**config.mk**
```make
export PLATFORM = sky130hd
export DESIGN_NAME = alu_issue_queue
export DESIGN_NICKNAME = d
export VERILOG_FILES = /design/src/rtl/alu_issue_queue.sv
export SDC_FILE = /design/constraint.sdc
export NUM_CORES = 1
export LEC_CHECK = 0
export ABC_CLOCK_PERIOD_IN_PS = 4090
export CAP_MARGIN = 10
export CORE_AREA = 2 2 122 124
export CTS_CLUSTER_DIAMETER = 200
export DETAILED_ROUTE_END_ITERATION = 8
export DIE_AREA = 0 0 124 126
export DONT_BUFFER_PORTS = 1
export PLACE_DENSITY = 0.91
export SLEW_MARGIN = 20
export SYNTH_ARGS = -nofsm -noshare
export SYNTH_HDL_FRONTEND = slang
export SYNTH_SLANG_ARGS = --single-unit
export TNS_END_PERCENT = 50
```
**constraint.sdc**
```tcl
create_clock -name clk -period 4.09 [get_ports clk]
set_input_delay 0.409 -clock clk [delete_from_list [all_inputs] [get_ports clk]]
set_output_delay 0.409 -clock clk [all_outputs]
set_load 0.05 [all_outputs]
```
**src/rtl/alu_issue_queue.sv**
```systemverilog
// Issue stage in front of the fixed-latency 16-bit ALU: operand FIFO -> registered ALU inputs,
// in-flight valid pipe, and an in-order result FIFO guarded by a credit check.
module alu_issue_queue #(
    parameter int DATA_W  = 16,
    parameter int OP_W    = 2,
    parameter int DEPTH   = 4,
    parameter int ALU_LAT = 1
) (
    input  logic              clk,
    input  logic              resetn,
    input  logic              in_valid,
    output logic              in_ready,
    input  logic [DATA_W-1:0] in_a,
    input  logic [DATA_W-1:0] in_b,
    input  logic [OP_W-1:0]   in_op,
    output logic [DATA_W-1:0] alu_a,
    output logic [DATA_W-1:0] alu_b,
    output logic [OP_W-1:0]   alu_op,
    input  logic [DATA_W-1:0] alu_result,
    output logic              out_valid,
    input  logic              out_ready,
    output logic [DATA_W-1:0] out_result,
    output logic              busy
);

    localparam int AW = $clog2(DEPTH);
    localparam int EW = DATA_W + DATA_W + OP_W;
    localparam int CW = $clog2(DEPTH + ALU_LAT + 2) + 1;
    localparam logic [AW:0] PTR_ONE = 1;

    logic [EW-1:0]     op_mem  [DEPTH];
    logic [DATA_W-1:0] res_mem [DEPTH];
    logic [AW:0]       op_wr, op_rd, res_wr, res_rd, res_count;
    logic [ALU_LAT:0]  vpipe;
    logic [CW-1:0]     inflight;
    logic [EW-1:0]     op_head;
    logic op_full, op_empty, res_empty;
    logic push, issue, capture, pop;

    // Handshakes: a transfer happens on a rising edge where valid && ready are both high;
    // ready never depends on the same-cycle valid, and valid never waits on ready.
    assign op_empty  = (op_wr == op_rd);
    assign op_full   = (op_wr[AW] != op_rd[AW]) && (op_wr[AW-1:0] == op_rd[AW-1:0]);
    assign res_empty = (res_wr == res_rd);
    assign res_count = res_wr - res_rd;

    assign in_ready  = !op_full;
    assign out_valid = !res_empty;
    assign out_result = out_valid ? res_mem[res_rd[AW-1:0]] : '0;
    assign op_head   = op_mem[op_rd[AW-1:0]];

    assign push    = in_valid && in_ready;
    assign pop     = out_valid && out_ready;
    assign capture = vpipe[ALU_LAT];

    always_comb begin
        inflight = '0;
        for (int i = 0; i <= ALU_LAT; i++) begin
            inflight = inflight + CW'(vpipe[i]);
        end
    end

    // Credit: every op in flight already owns a result-FIFO slot, so capture can never overflow.
    assign issue = !op_empty && ((CW'(res_count) + inflight) < CW'(DEPTH));

    assign busy = !op_empty || (|vpipe) || !res_empty;

    always_ff @(posedge clk or negedge resetn) begin
        if (!resetn) begin
            op_wr  <= '0;
            op_rd  <= '0;
            res_wr <= '0;
            res_rd <= '0;
            vpipe  <= '0;
            alu_a  <= '0;
            alu_b  <= '0;
            alu_op <= '0;
        end else begin
            if (push) op_wr <= op_wr + PTR_ONE;
            if (issue) begin
                op_rd  <= op_rd + PTR_ONE;
                alu_a  <= op_head[DATA_W-1:0];
                alu_b  <= op_head[2*DATA_W-1:DATA_W];
                alu_op <= op_head[EW-1:2*DATA_W];
            end
            vpipe[0] <= issue;
            for (int i = 1; i <= ALU_LAT; i++) begin
                vpipe[i] <= vpipe[i-1];
            end
            if (capture) res_wr <= res_wr + PTR_ONE;
            if (pop)     res_rd <= res_rd + PTR_ONE;
        end
    end

    // Storage arrays carry no reset; their contents are only visible through valid pointers.
    always_ff @(posedge clk) begin
        if (push)    op_mem[op_wr[AW-1:0]]   <= {in_op, in_b, in_a};
        if (capture) res_mem[res_wr[AW-1:0]] <= alu_result;
    end

endmodule

```
# [After elaboration in Yosys (flattened, before gate mapping)]
# Memory sizes are Yosys's and may differ from the RTL's. A register that Yosys moved wholly into a read port is not among the register bits.
# Index checks and enable logic that the tools add are counted.
[classes] n_addsub=7 magnitude_cmp=1 n_eq_ne=4 muxes=5 n_reduce_logical=11
[ops] op="2-to-1 mux 16 bit" n=1
[ops] op="adder 3 x 1 -> 3 bit, second input constant" n=4
[ops] op="== test 3 bit" n=2
[ops] op="adder 3 x 2 -> 4 bit" n=1
[ops] op="logical AND 1 bit" n=4
[ops] op="zero test 1 bit" n=4
[ops] op="< comparator 4 x 3 -> 1 bit, second input constant" n=1
[ops] op="2-to-1 mux 1 bit" n=4
[ops] op="subtractor 3 bit" n=1
[ops] op="adder 1 x 1 -> 2 bit" n=1
[ops] op="== test 2 bit" n=1
[ops] op="logical OR 1 bit" n=2
[ops] op="OR reduction 2 bit" n=1
[ops] op="!= test 1 bit" n=1
[word_totals] ff_bits=14 mem_bits_rw=200 out_inout_bits=53 mem_count=2
[mem_list] memory="op_mem" depth=4 word_bits=34 rd=1 rd_ports_with_merged_regs=1 write_ports=1 line="31" source="logic [EW-1:0] op_mem [DEPTH];"
[mem_list] memory="res_mem" depth=4 word_bits=16 rd=1 rd_ports_with_merged_regs=0 write_ports=1 line="32" source="logic [DATA_W-1:0] res_mem [DEPTH];"

# [Longest topological paths before layout]
[logic_depth] word_depth=6 mapped_depth=9 mapped_depth_nobuf=8

# [Worst setup path before layout]
# No wires, ideal clock.
[synth_timing] path_kind="flip-flop to output port" start="register res_rd[1]" end="output out_result[10]" t_arrival_ps=2543 required_time_ps=3681 path_slack_ps=1138 path_stages_with_launch=8 path_cell_list="dfrtp_1 -> clkbuf_1 -> buf_1 -> inv_1 -> ha_1 -> nand3_1 -> clkbuf_1 -> and2_1"
[synth_via] elab_chain_cells=2 elab_cells_between_ends=3 classes_between="eq/ne: 1; mux: 1; memory: 1"
[synth_rtl] item="from (decl)" line="33" source="logic [AW:0] op_wr, op_rd, res_wr, res_rd, res_count;"
[synth_rtl] item="from (signal assigned)" line="91" source="if (pop) res_rd <= res_rd + PTR_ONE;"
[synth_rtl] item="memory (4 x 16 bit) / == test 3 bit (equally long branches)"
[synth_rtl] item="2-to-1 mux 16 bit (*)" line="49" source="assign out_result = out_valid ? res_mem[res_rd[AW-1:0]] : '0;"
[synth_rtl] item="to (decl)" line="22" source="output logic [DATA_W-1:0] out_result,"
# Mark *: on every way between the ends. The rest lies on a longest branch, timed or not.

# [Final worst setup path]
[layout_timing] start="register res_rd[1]" end="output out_result[11]"
# The elaborated chain is that of the path after synthesis.

==> impl_results.html <==
<table>
<tr><th>Metric</th><th>Value</th></tr>
<tr><th colspan="2">Status</th></tr>
<tr><td>Status</td><td>finished, final reports clean</td></tr>
<tr><th colspan="2">Critical path</th></tr>
<tr><td>Critical path start-end classification</td><td>reg -&gt; out</td></tr>
<tr><td>Endpoint arrival time on the critical path</td><td>2.77 ns</td></tr>
<tr><td>Register-to-Register Setup Slack</td><td>around 1.4 ns</td></tr>
<tr><td>Nature of the critical path endpoint</td><td>primary output</td></tr>
<tr><td>Critical path's largest stage delay</td><td>roughly 0.90 ns</td></tr>
<tr><td>Critical-path cell list</td><td>inv_1 -&gt; ha_1 -&gt; nand3_1 -&gt; buf_4 -&gt; and2_1</td></tr>
<tr><td>Endpoint required time on the critical path</td><td>3.68 ns</td></tr>
<tr><td>Slowest cell on the critical path</td><td>sky130_fd_sc_hd__dfrtp_1</td></tr>
<tr><td>Maximum fanout count along the critical path</td><td>20</td></tr>
<tr><td>Sort of element at the start of the critical path</td><td>flop</td></tr>
<tr><th colspan="2">Yosys</th></tr>
<tr><td>Post-synthesis instance area</td><td>between 9000 and 10000 sq um</td></tr>
<tr><td>Portion of synthesized cell area occupied by the leading cell type</td><td>approximately 64%</td></tr>
<tr><td>Register area share after synthesis</td><td>between 70% and 80%</td></tr>
<tr><td>Most instantiated library cell after synthesis</td><td>sky130_fd_sc_hd__edfxtp_1</td></tr>
<tr><td>Top cell type by total area after synthesis</td><td>sky130_fd_sc_hd__edfxtp_1</td></tr>
<tr><td>Synth top cells by count</td><td>sky130_fd_sc_hd__edfxtp_1, sky130_fd_sc_hd__mux4_2, sky130_fd_sc_hd__dfrtp_1</td></tr>
<tr><td>Largest cells by area after synthesis</td><td>sky130_fd_sc_hd__edfxtp_1, sky130_fd_sc_hd__dfrtp_1, sky130_fd_sc_hd__mux4_2</td></tr>
<tr><td>Async SR Flop Fraction</td><td>19.4%</td></tr>
<tr><td>Syn_area_per_cell</td><td>~22 sq um</td></tr>
<tr><td>Post-synth top flop</td><td>sky130_fd_sc_hd__edfxtp_1</td></tr>
<tr><td>Post-synthesis sequential element count</td><td>between 200 and 250</td></tr>
<tr><td>Unique masters post-synth</td><td>28</td></tr>
<tr><td>Number of synthesized flops with an enable pin</td><td>200</td></tr>
<tr><td>Post-Synthesis Net Count</td><td>between 400 and 500</td></tr>
<tr><td>Synthesis warning total</td><td>0</td></tr>
<tr><td>Cell count after synthesis</td><td>425</td></tr>
<tr><th colspan="2">Timing</th></tr>
<tr><td>Pins over their slew limit</td><td>0</td></tr>
<tr><td>Setup Viol. Count Final</td><td>0</td></tr>
<tr><td>Final WS setup</td><td>a little over 0.9 ns</td></tr>
<tr><td>Final Critical Period</td><td>roughly 3.2 ns</td></tr>
<tr><td>Max-Slew Margin vs Limit</td><td>about a third</td></tr>
<tr><td>Slew at the pin closest to its max-slew limit</td><td>roughly 0.97 ns</td></tr>
<tr><td>Clock skew after layout</td><td>about 0.013 ns</td></tr>
<tr><td>Tightest hold margin</td><td>about 0.11 ns</td></tr>
<tr><td>Final Hold Vio Count</td><td>0</td></tr>
<tr><td>Share of the clock period used by the worst path after layout</td><td>between 70 and 80%</td></tr>
<tr><td>Maximum frequency from static timing analysis</td><td>roughly 310 MHz</td></tr>
<tr><td>RSZ-0062 raised after global routing</td><td>false</td></tr>
<tr><td>Final TNS setup</td><td>0 ns</td></tr>
<tr><th colspan="2">Cells and area</th></tr>
<tr><td>Area growth from synthesis to layout</td><td>16.5%</td></tr>
<tr><td>Final instance count without filler cells</td><td>693</td></tr>
<tr><td>Net total in the final layout</td><td>558</td></tr>
<tr><td>Share of cells above drive strength 1</td><td>about a quarter</td></tr>
<tr><th colspan="2">CTS</th></tr>
<tr><td>CTS tree</td><td>done</td></tr>
<tr><td>Number of levels the H-tree was split into</td><td>1</td></tr>
<tr><td>TritonCTS buffer count</td><td>24</td></tr>
<tr><td>Maximum buffer depth of the clock tree</td><td>3</td></tr>
<tr><td>Number of resized instances in the post-cts repair step</td><td>0</td></tr>
<tr><td>Hold buffers post-CTS</td><td>52</td></tr>
<tr><td>Clock tree root driver cell</td><td>sky130_fd_sc_hd__clkbuf_16</td></tr>
<tr><td>Number of sinks on the clock net</td><td>roughly 250</td></tr>
<tr><td>Post-CTS setup buffers</td><td>0</td></tr>
<tr><td>Clock-pin slew on the worst setup and hold paths</td><td>approximately 0.060 ns</td></tr>
<tr><td>Worst-Skew Late Latency</td><td>roughly 0.5 ns</td></tr>
<tr><th colspan="2">Placed design</th></tr>
<tr><td>Port-buffer cells</td><td>0</td></tr>
<tr><td>Routability-driven placement congestion ratio</td><td>0.755</td></tr>
<tr><td>Worst setup timing slack at the placement stage</td><td>between 1 and 1.5 ns</td></tr>
<tr><td>Detailed placement HPWL</td><td>approximately 9300 microns</td></tr>
<tr><td>Number of cells in the design after placement</td><td>596</td></tr>
<tr><th colspan="2">Drt</th></tr>
<tr><td>Total length of routed met3 wires</td><td>between 1000 and 1500 microns</td></tr>
<tr><td>Number of violations reported at the end of detailed-routing iteration 0</td><td>roughly 230</td></tr>
<tr><td>Routed metal-1 wirelength</td><td>about 6600 microns</td></tr>
<tr><td>Post-route DRC</td><td>0</td></tr>
<tr><td>DR pass1 iterations</td><td>4</td></tr>
<tr><td>Routed wire length</td><td>around 17000 microns</td></tr>
<tr><td>Top metal layer carrying routed signals</td><td>met4</td></tr>
<tr><td>Antenna violation net count after detailed routing</td><td>0</td></tr>
<tr><td>Via count normalized by instance count</td><td>6.05</td></tr>
<tr><td>Post-detailed-route wirelength per cell</td><td>25.0 microns</td></tr>
<tr><td>Via count</td><td>around 4200</td></tr>
<tr><td>Length of routed met2 wiring</td><td>9180 microns</td></tr>
<tr><th colspan="2">Floorplanning</th></tr>
<tr><td>Overall die width</td><td>124 microns</td></tr>
<tr><td>Area inside the core boundary</td><td>around 14000 sq um</td></tr>
<tr><td>Die Height</td><td>between 100 and 150 microns</td></tr>
<tr><td>Initial core utilization</td><td>65.8%</td></tr>
<tr><td>Standard-cell rows</td><td>44</td></tr>
<tr><td>Die ar.</td><td>about 16000 sq um</td></tr>
<tr><td>Count of boundary I/O pins</td><td>between 100 and 150</td></tr>
<tr><th colspan="2">Global routing</th></tr>
<tr><td>First-pass GRT wire length</td><td>27000 microns</td></tr>
<tr><td>Largest net degree at the start of global routing</td><td>49</td></tr>
<tr><td>Via count of the first global-routing pass</td><td>4669</td></tr>
<tr><td>Overall global routing resource usage</td><td>between 20% and 30%</td></tr>
<tr><td>Global route overflow</td><td>0</td></tr>
<tr><td>Antenna violations before repair</td><td>1</td></tr>
<tr><th colspan="2">Worst hold path</th></tr>
<tr><td>HP Class</td><td>in -&gt; reg</td></tr>
<tr><th colspan="2">Job</th></tr>
<tr><td>Number of violations of the max-capacitance limit</td><td>0</td></tr>
</table>
flip-flops by register name, indices dropped and copies added, names as in the netlist:
register,flops
op_wr,3
res_rd,3
res_wr,3
op_rd,3
vpipe,2
alu_a,16
alu_op,2
op_mem,136
res_mem,64
alu_b,16
cell type report:
class	instances	area [sq um]
antenna	1	2.50
clock buffer	29	641
clock inverter	15	203
fill	753	3340
inverter	6	22.5
multi-input combinational	153	2090
sequential	248	7210
tap	184	230
timing repair buffer	57	576
critical path: cells and delay by family, from the launching register on:
family        cells  cell delay [ns]
fa+ha+maj         1             0.30
flops             1             0.90
buf+inv           2             0.42
simple gates      2             0.64
kinds of logic (layout without fill, tap and decap cells):
| group | count (synthesis) | count (layout) | share of synthesized area [%] |
|---|---|---|---|
| buffers and inverters | 24 | 107 | 1.34 |
| DFF | 248 | 248 | 76.5 |
| muxes | 86 | 86 | 16.3 |
| xor gates and xnor gates | 13 | 13 | 1.29 |
| other | 0 | 1 | 0 |
| AOI/OAI and AO/OA | 4 | 4 | 0.252 |
| adders and majority gates | 14 | 14 | 1.94 |
| and+or+nand+nor | 36 | 36 | 2.42 |
per-stage QoR:
step                      util (%)  area (sq um)
after floorplan                  -          9420
after global placement        67.0          9590
after detailed placement      67.0          9590
after CTS                     76.7         11000
after global routing          76.7         11000
final                         76.7         11000
final timing paths:
path                           start              to  depth (start not counted)
max                        res_rd[1]  out_result[11]                          5
min                        out_ready       res_rd[0]                          2
max reg2reg                res_rd[1]       alu_a[12]                          5
min reg2reg                 vpipe[0]        vpipe[1]                          0
max in group asynchronous     resetn        op_rd[1]                          2
min in group asynchronous     resetn        alu_a[9]                          2
routing by layer:
| metal | GRT usage (%) | vias to the layer above |
|---|---|---|
| met5 | 0 | - |
| met4 | 5.55 | 0 |
| met3 | 5.66 | 27 |
| met2 | 40.5 | 147 |
| met1 | 30.5 | 2197 |
| li1 | - | 1819 |
layout by cell type, fill, tap and decap left out, drive strengths merged:
cell,n
a21oi,1
and2,24
buf,6
bufinv,5
clkbuf,29
clkinv,8
clkinvlp,1
dfrtp,48
diode,1
dlygate4sd3,51
edfxtp,200
fa,1
ha,13
inv,7
mux2,36
mux4,50
nand2,4
nand3,2
nor2,1
nor3,2
nor3b,1
nor4b,1
o21ai,2
o31a,1
or3,1
xnor2,6
xor2,7
Power is not shown: default switching activity piles up to over one toggle a cycle in this logic, so the estimate is an artifact.
==> RTL edit 1, RTL diff (same settings) <==
The parameter `ALU_LAT` goes from 1 to 2.
--- a/src/rtl/alu_issue_queue.sv
+++ b/src/rtl/alu_issue_queue.sv
@@ -4,7 +4,7 @@
     parameter int DATA_W  = 16,
     parameter int OP_W    = 2,
     parameter int DEPTH   = 4,
-    parameter int ALU_LAT = 1
+    parameter int ALU_LAT = 2
 ) (
     input  logic              clk,
     input  logic              resetn,
Check against the original RTL: not equivalent (a bounded check fails within 10 cycles, from zero or initial values and one cycle with resetn low).
==> RTL edit 1 against the original RTL <==
Register-to-register slack worse by 390 ps; routed wire length up 4.7%; synthesized area up 1.9%; cell area up 0.88%; critical path depth up 4; sequential cell count up 1; worst setup slack better by 140 ps; die area unchanged; fmax up 4.5%; highest routed layer unchanged.
Power is not shown: default switching activity piles up to over one toggle a cycle in this logic, so the estimate is an artifact.
==> RTL edit 1: results (changes against the original RTL) <==
fillers 712 (was 753); Synth Area in XOR/XNOR 0.0133 (was 0.0129); All-Layer GR Usage 0.244 (was 0.235); CP Launch Point res_wr[0] (was res_rd[1]); Setup WS pre-CTS 1060 ps (was 1390 ps); Adder-Cell Fraction of Synth Area 0.0211 (was 0.0194); met3 wire length 1220 microns (was 1200 microns); result of the run complete, no violations (unchanged); Initial DRC Count 256 (was 233); worst stage delay on the critical path 410 ps (was 900 ps); met2 Use GR 0.409 (was 0.405); post-synthesis cell type count 26 (was 28); drt total wl 18100 microns (was 17300 microns); dpl cells 600 (was 596); FF-to-FF path depth 9 (was 5); Area after DPL 0.00977 sq mm (was 0.00959 sq mm); Crit Reg-Reg Endpoint alu_a[15] (was alu_a[12]); M3 GR Usage 0.0503 (was 0.0566); mux cell area share after synthesis 0.170 (was 0.163); register area share after synthesis 0.753 (was 0.765); Post-synth ARST share 0.197 (was 0.194); Synth area leaders edfxtp_1 63%, dfrtp_1 13%, mux4_2 12% (was edfxtp_1 64%, dfrtp_1 13%, mux4_2 12%); M1 WL 6810 microns (was 6620 microns); Synth top cells by count 200 x edfxtp_1, 50 x mux4_2, 49 x dfrtp_1 (was 200 x edfxtp_1, 50 x mux4_2, 48 x dfrtp_1); clock skew 12.6 ps (was 13.1 ps); layout cell share with drive strength beyond 1 0.262 (was 0.236); Final nets 563 (was 558)
==> RTL edit 1: worst reg2reg max path, stage by stage, from the launching register on <==
cell and delay, ps:
dfrtp_1 410, inv_1 100, ha_1 310, inv_1 60, fa_1 370, ha_1 280
a311o_2 370, nor2_8 370, buf_12 280, mux2_2 380
==> RTL edit 1: final cells by class <==
type	count	share of cell area
inverter	8	0.00271
timing repair buffer	58	0.0538
antenna	1	0.000226
sequential	249	0.653
tap	184	0.0208
clock buffer	32	0.0607
multi-input combinational	153	0.201
clock inverter	12	0.00768
==> RTL edit 1: worst min path at each step <==
stage / startpoint / to / slack [ps] / depth (start not counted)
floorplan: resetn / alu_a[0] / 110 / 0
global placement: resetn / alu_a[10] / 110 / 0
detailed placement: resetn / alu_a[10] / 110 / 0
CTS: out_ready / res_rd[2] / 80 / 2
global route: out_ready / res_rd[2] / 110 / 2
finish: out_ready / res_rd[2] / 100 / 2
==> RTL edit 2, RTL diff (same settings) <==
Made on the original files. Reset style: synchronous (`resetn`), changed in one clocked block.
--- a/src/rtl/alu_issue_queue.sv
+++ b/src/rtl/alu_issue_queue.sv
@@ -65,7 +65,7 @@
 
     assign busy = !op_empty || (|vpipe) || !res_empty;
 
-    always_ff @(posedge clk or negedge resetn) begin
+    always_ff @(posedge clk) begin
         if (!resetn) begin
             op_wr  <= '0;
             op_rd  <= '0;
Check against the original RTL: differs if resetn is asserted again (counterexample within 4 cycles, from zero or initial values and one cycle with resetn low); with resetn held inactive, the same outputs for 10 cycles.
==> RTL edit 2 against the original RTL <==
Worst setup slack better by 120 ps; final cell count grew 12%; routed wire length rose by 8.3%; worst hold slack got worse by 54 ps; synthesized area is 2.6% higher; cell area about the same; sequential cell count increased by 2; critical path depth is the same; non-clock buffer count fell by 3.
==> RTL edit 2: results (changes against the original RTL) <==
M1 WL 6980 microns (was 6620 microns); # Post-CTS Setup Buffers 0 (unchanged); clock buf count 37 (was 29); Initial DRC Count 454 (was 233); largest net degree at the start of global routing 88 (was 49); result of the run complete, no violations (unchanged); inverter count 7 (was 6); final estimated routing congestion in global placement 0.732 (was 0.755); hold path start resetn (was out_ready); Final nets 645 (was 558); dpl cells 686 (was 596); LEAKAGE about 3.6 nW; Crit Reg-Reg Endpoint alu_b[6] (was alu_a[12]); CTS clk-pin slew, worst paths 60 ps (about the same); Num CTS Buffers 23 (was 24); clk tree area frac 0.0653 (was 0.0768); Hold Buf Count CTS 50 (was 52); Crit Reg-Reg Startpoint res_wr[0] (was res_rd[1]); fillers 736 (was 753); drt wl/cell 24.0 microns (was 25.0 microns); DR pass1 iterations 6 (was 4); met3 wire length 1430 microns (was 1200 microns); DPL Wire Length 9860 microns (was 9310 microns); Non-clock buffer share 0.0484 (was 0.0524); vias in the first global route 5241 (was 4669); clock skew 12.5 ps (was 13.1 ps); FF+latch area 0.00701 sq mm (was 0.00721 sq mm); syn avg cell area 18.1 sq um (was 22.2 sq um); FF-to-FF path depth 7 (was 5); All-Layer GR Usage 0.249 (was 0.235); sequential cell count 250 (was 248); PortBufs 0 (unchanged); Worst R2R Setup Slack 1730 ps (was 1440 ps); Synth top cells by count 200 x edfxtp_1, 50 x dfxtp_1, 50 x mux4_2 (was 200 x edfxtp_1, 50 x mux4_2, 48 x dfrtp_1); Rel. slew slack 0.318 (was 0.351); first-pass GRT wire length 29300 microns (was 27000 microns); comb_multi_in 241 (was 153); CP arrival 2650 ps (was 2770 ps); register area share after synthesis 0.725 (was 0.765); ys flop type edfxtp_1 (unchanged); post-synthesis cell type count 32 (was 28); met1 GRT Util 0.325 (was 0.305); layout cell share with drive strength beyond 1 0.214 (was 0.236); Setup WS pre-CTS 1080 ps (was 1390 ps); Synth area leaders edfxtp_1 62%, mux4_2 12%, dfxtp_1 10% (was edfxtp_1 64%, dfrtp_1 13%, mux4_2 12%); Mapped Nets 602 (was 493); M3 GR Usage 0.0566 (unchanged); met2 WL post-DR 9930 microns (was 9180 microns); Area after DPL 0.00975 sq mm (was 0.00959 sq mm); Multi-input gate area 0.00245 sq mm (was 0.00209 sq mm); met2 Use GR 0.427 (was 0.405); Hold Crit Endpoint alu_b[7] (was res_rd[0]); Non-CTS buffers 54 (was 57); drt total wl 18700 microns (was 17300 microns); via count 4925 (was 4190); worst-path fanout max 18 (was 20); Post-synth ARST share 0 (was 0.194)
-- RTL edit 2: cell types whose count changed in the layout (fill, tap and decap cells not counted), moves of 5 or more --
cell | before | now
and2_1 | 20 | 10
dfxtp_1 | 0 | 47
o21ai_2 | 0 | 30
bufinv_16 | 5 | 0
dfrtp_1 | 46 | 0
clkbuf_1 | 4 | 9
o21ai_0 | 2 | 7
nand2_1 | 4 | 40
mux2_2 | 18 | 0
nor2b_1 | 0 | 21
nand4_1 | 0 | 34
mux2_1 | 18 | 0
-- RTL edit 2: metrics by stage --
stage           util  hold slack (ps)
2_1_floorplan      -              461
3_3_place_gp   0.681              493
3_5_place_dp   0.681              493
4_1_cts        0.766             21.9
5_1_grt        0.767             50.6
6_report       0.767             59.3
-- RTL edit 2: how the worst max path moves through the flow --
stage                       to  startpoint  slack (ps)  cells after the start
final                     busy   res_wr[0]        1030                      5
after detailed placement  busy   res_wr[0]        1080                      5
after floorplan           busy   res_wr[0]        1790                      6
after global routing      busy   res_wr[0]         820                      5
after CTS                 busy   res_wr[0]         560                      5
after global placement    busy   res_wr[0]        1320                      5
-- RTL edit 2: cells by family after synthesis --
kind of cell,count (synthesis),share of synthesized area
DFF,250,0.725
buffers and inverters,43,0.0225
AOI/OAI and AO/OA,43,0.0355
adders and majority gates,14,0.0189
and+or+nand+nor,119,0.0664
xor gates and xnor gates,11,0.0114
muxes,54,0.121
-- RTL edit 2: worst max-delay path, cell delays in order (launching register included) --
cell	delay, ps
dfxtp_1	390
inv_1	110
ha_1	300
nand2_1	90
nor2_2	600
nand3_1	640
-- RTL edit 2: where the power goes --
part	switching [mW]	leakage [nW]	internal, mW
Combinational	1.21	1.01	0.651
Clock	0.893	0.351	1.16
Sequential	0.791	2.24	3.08
Total	2.90	3.60	4.88
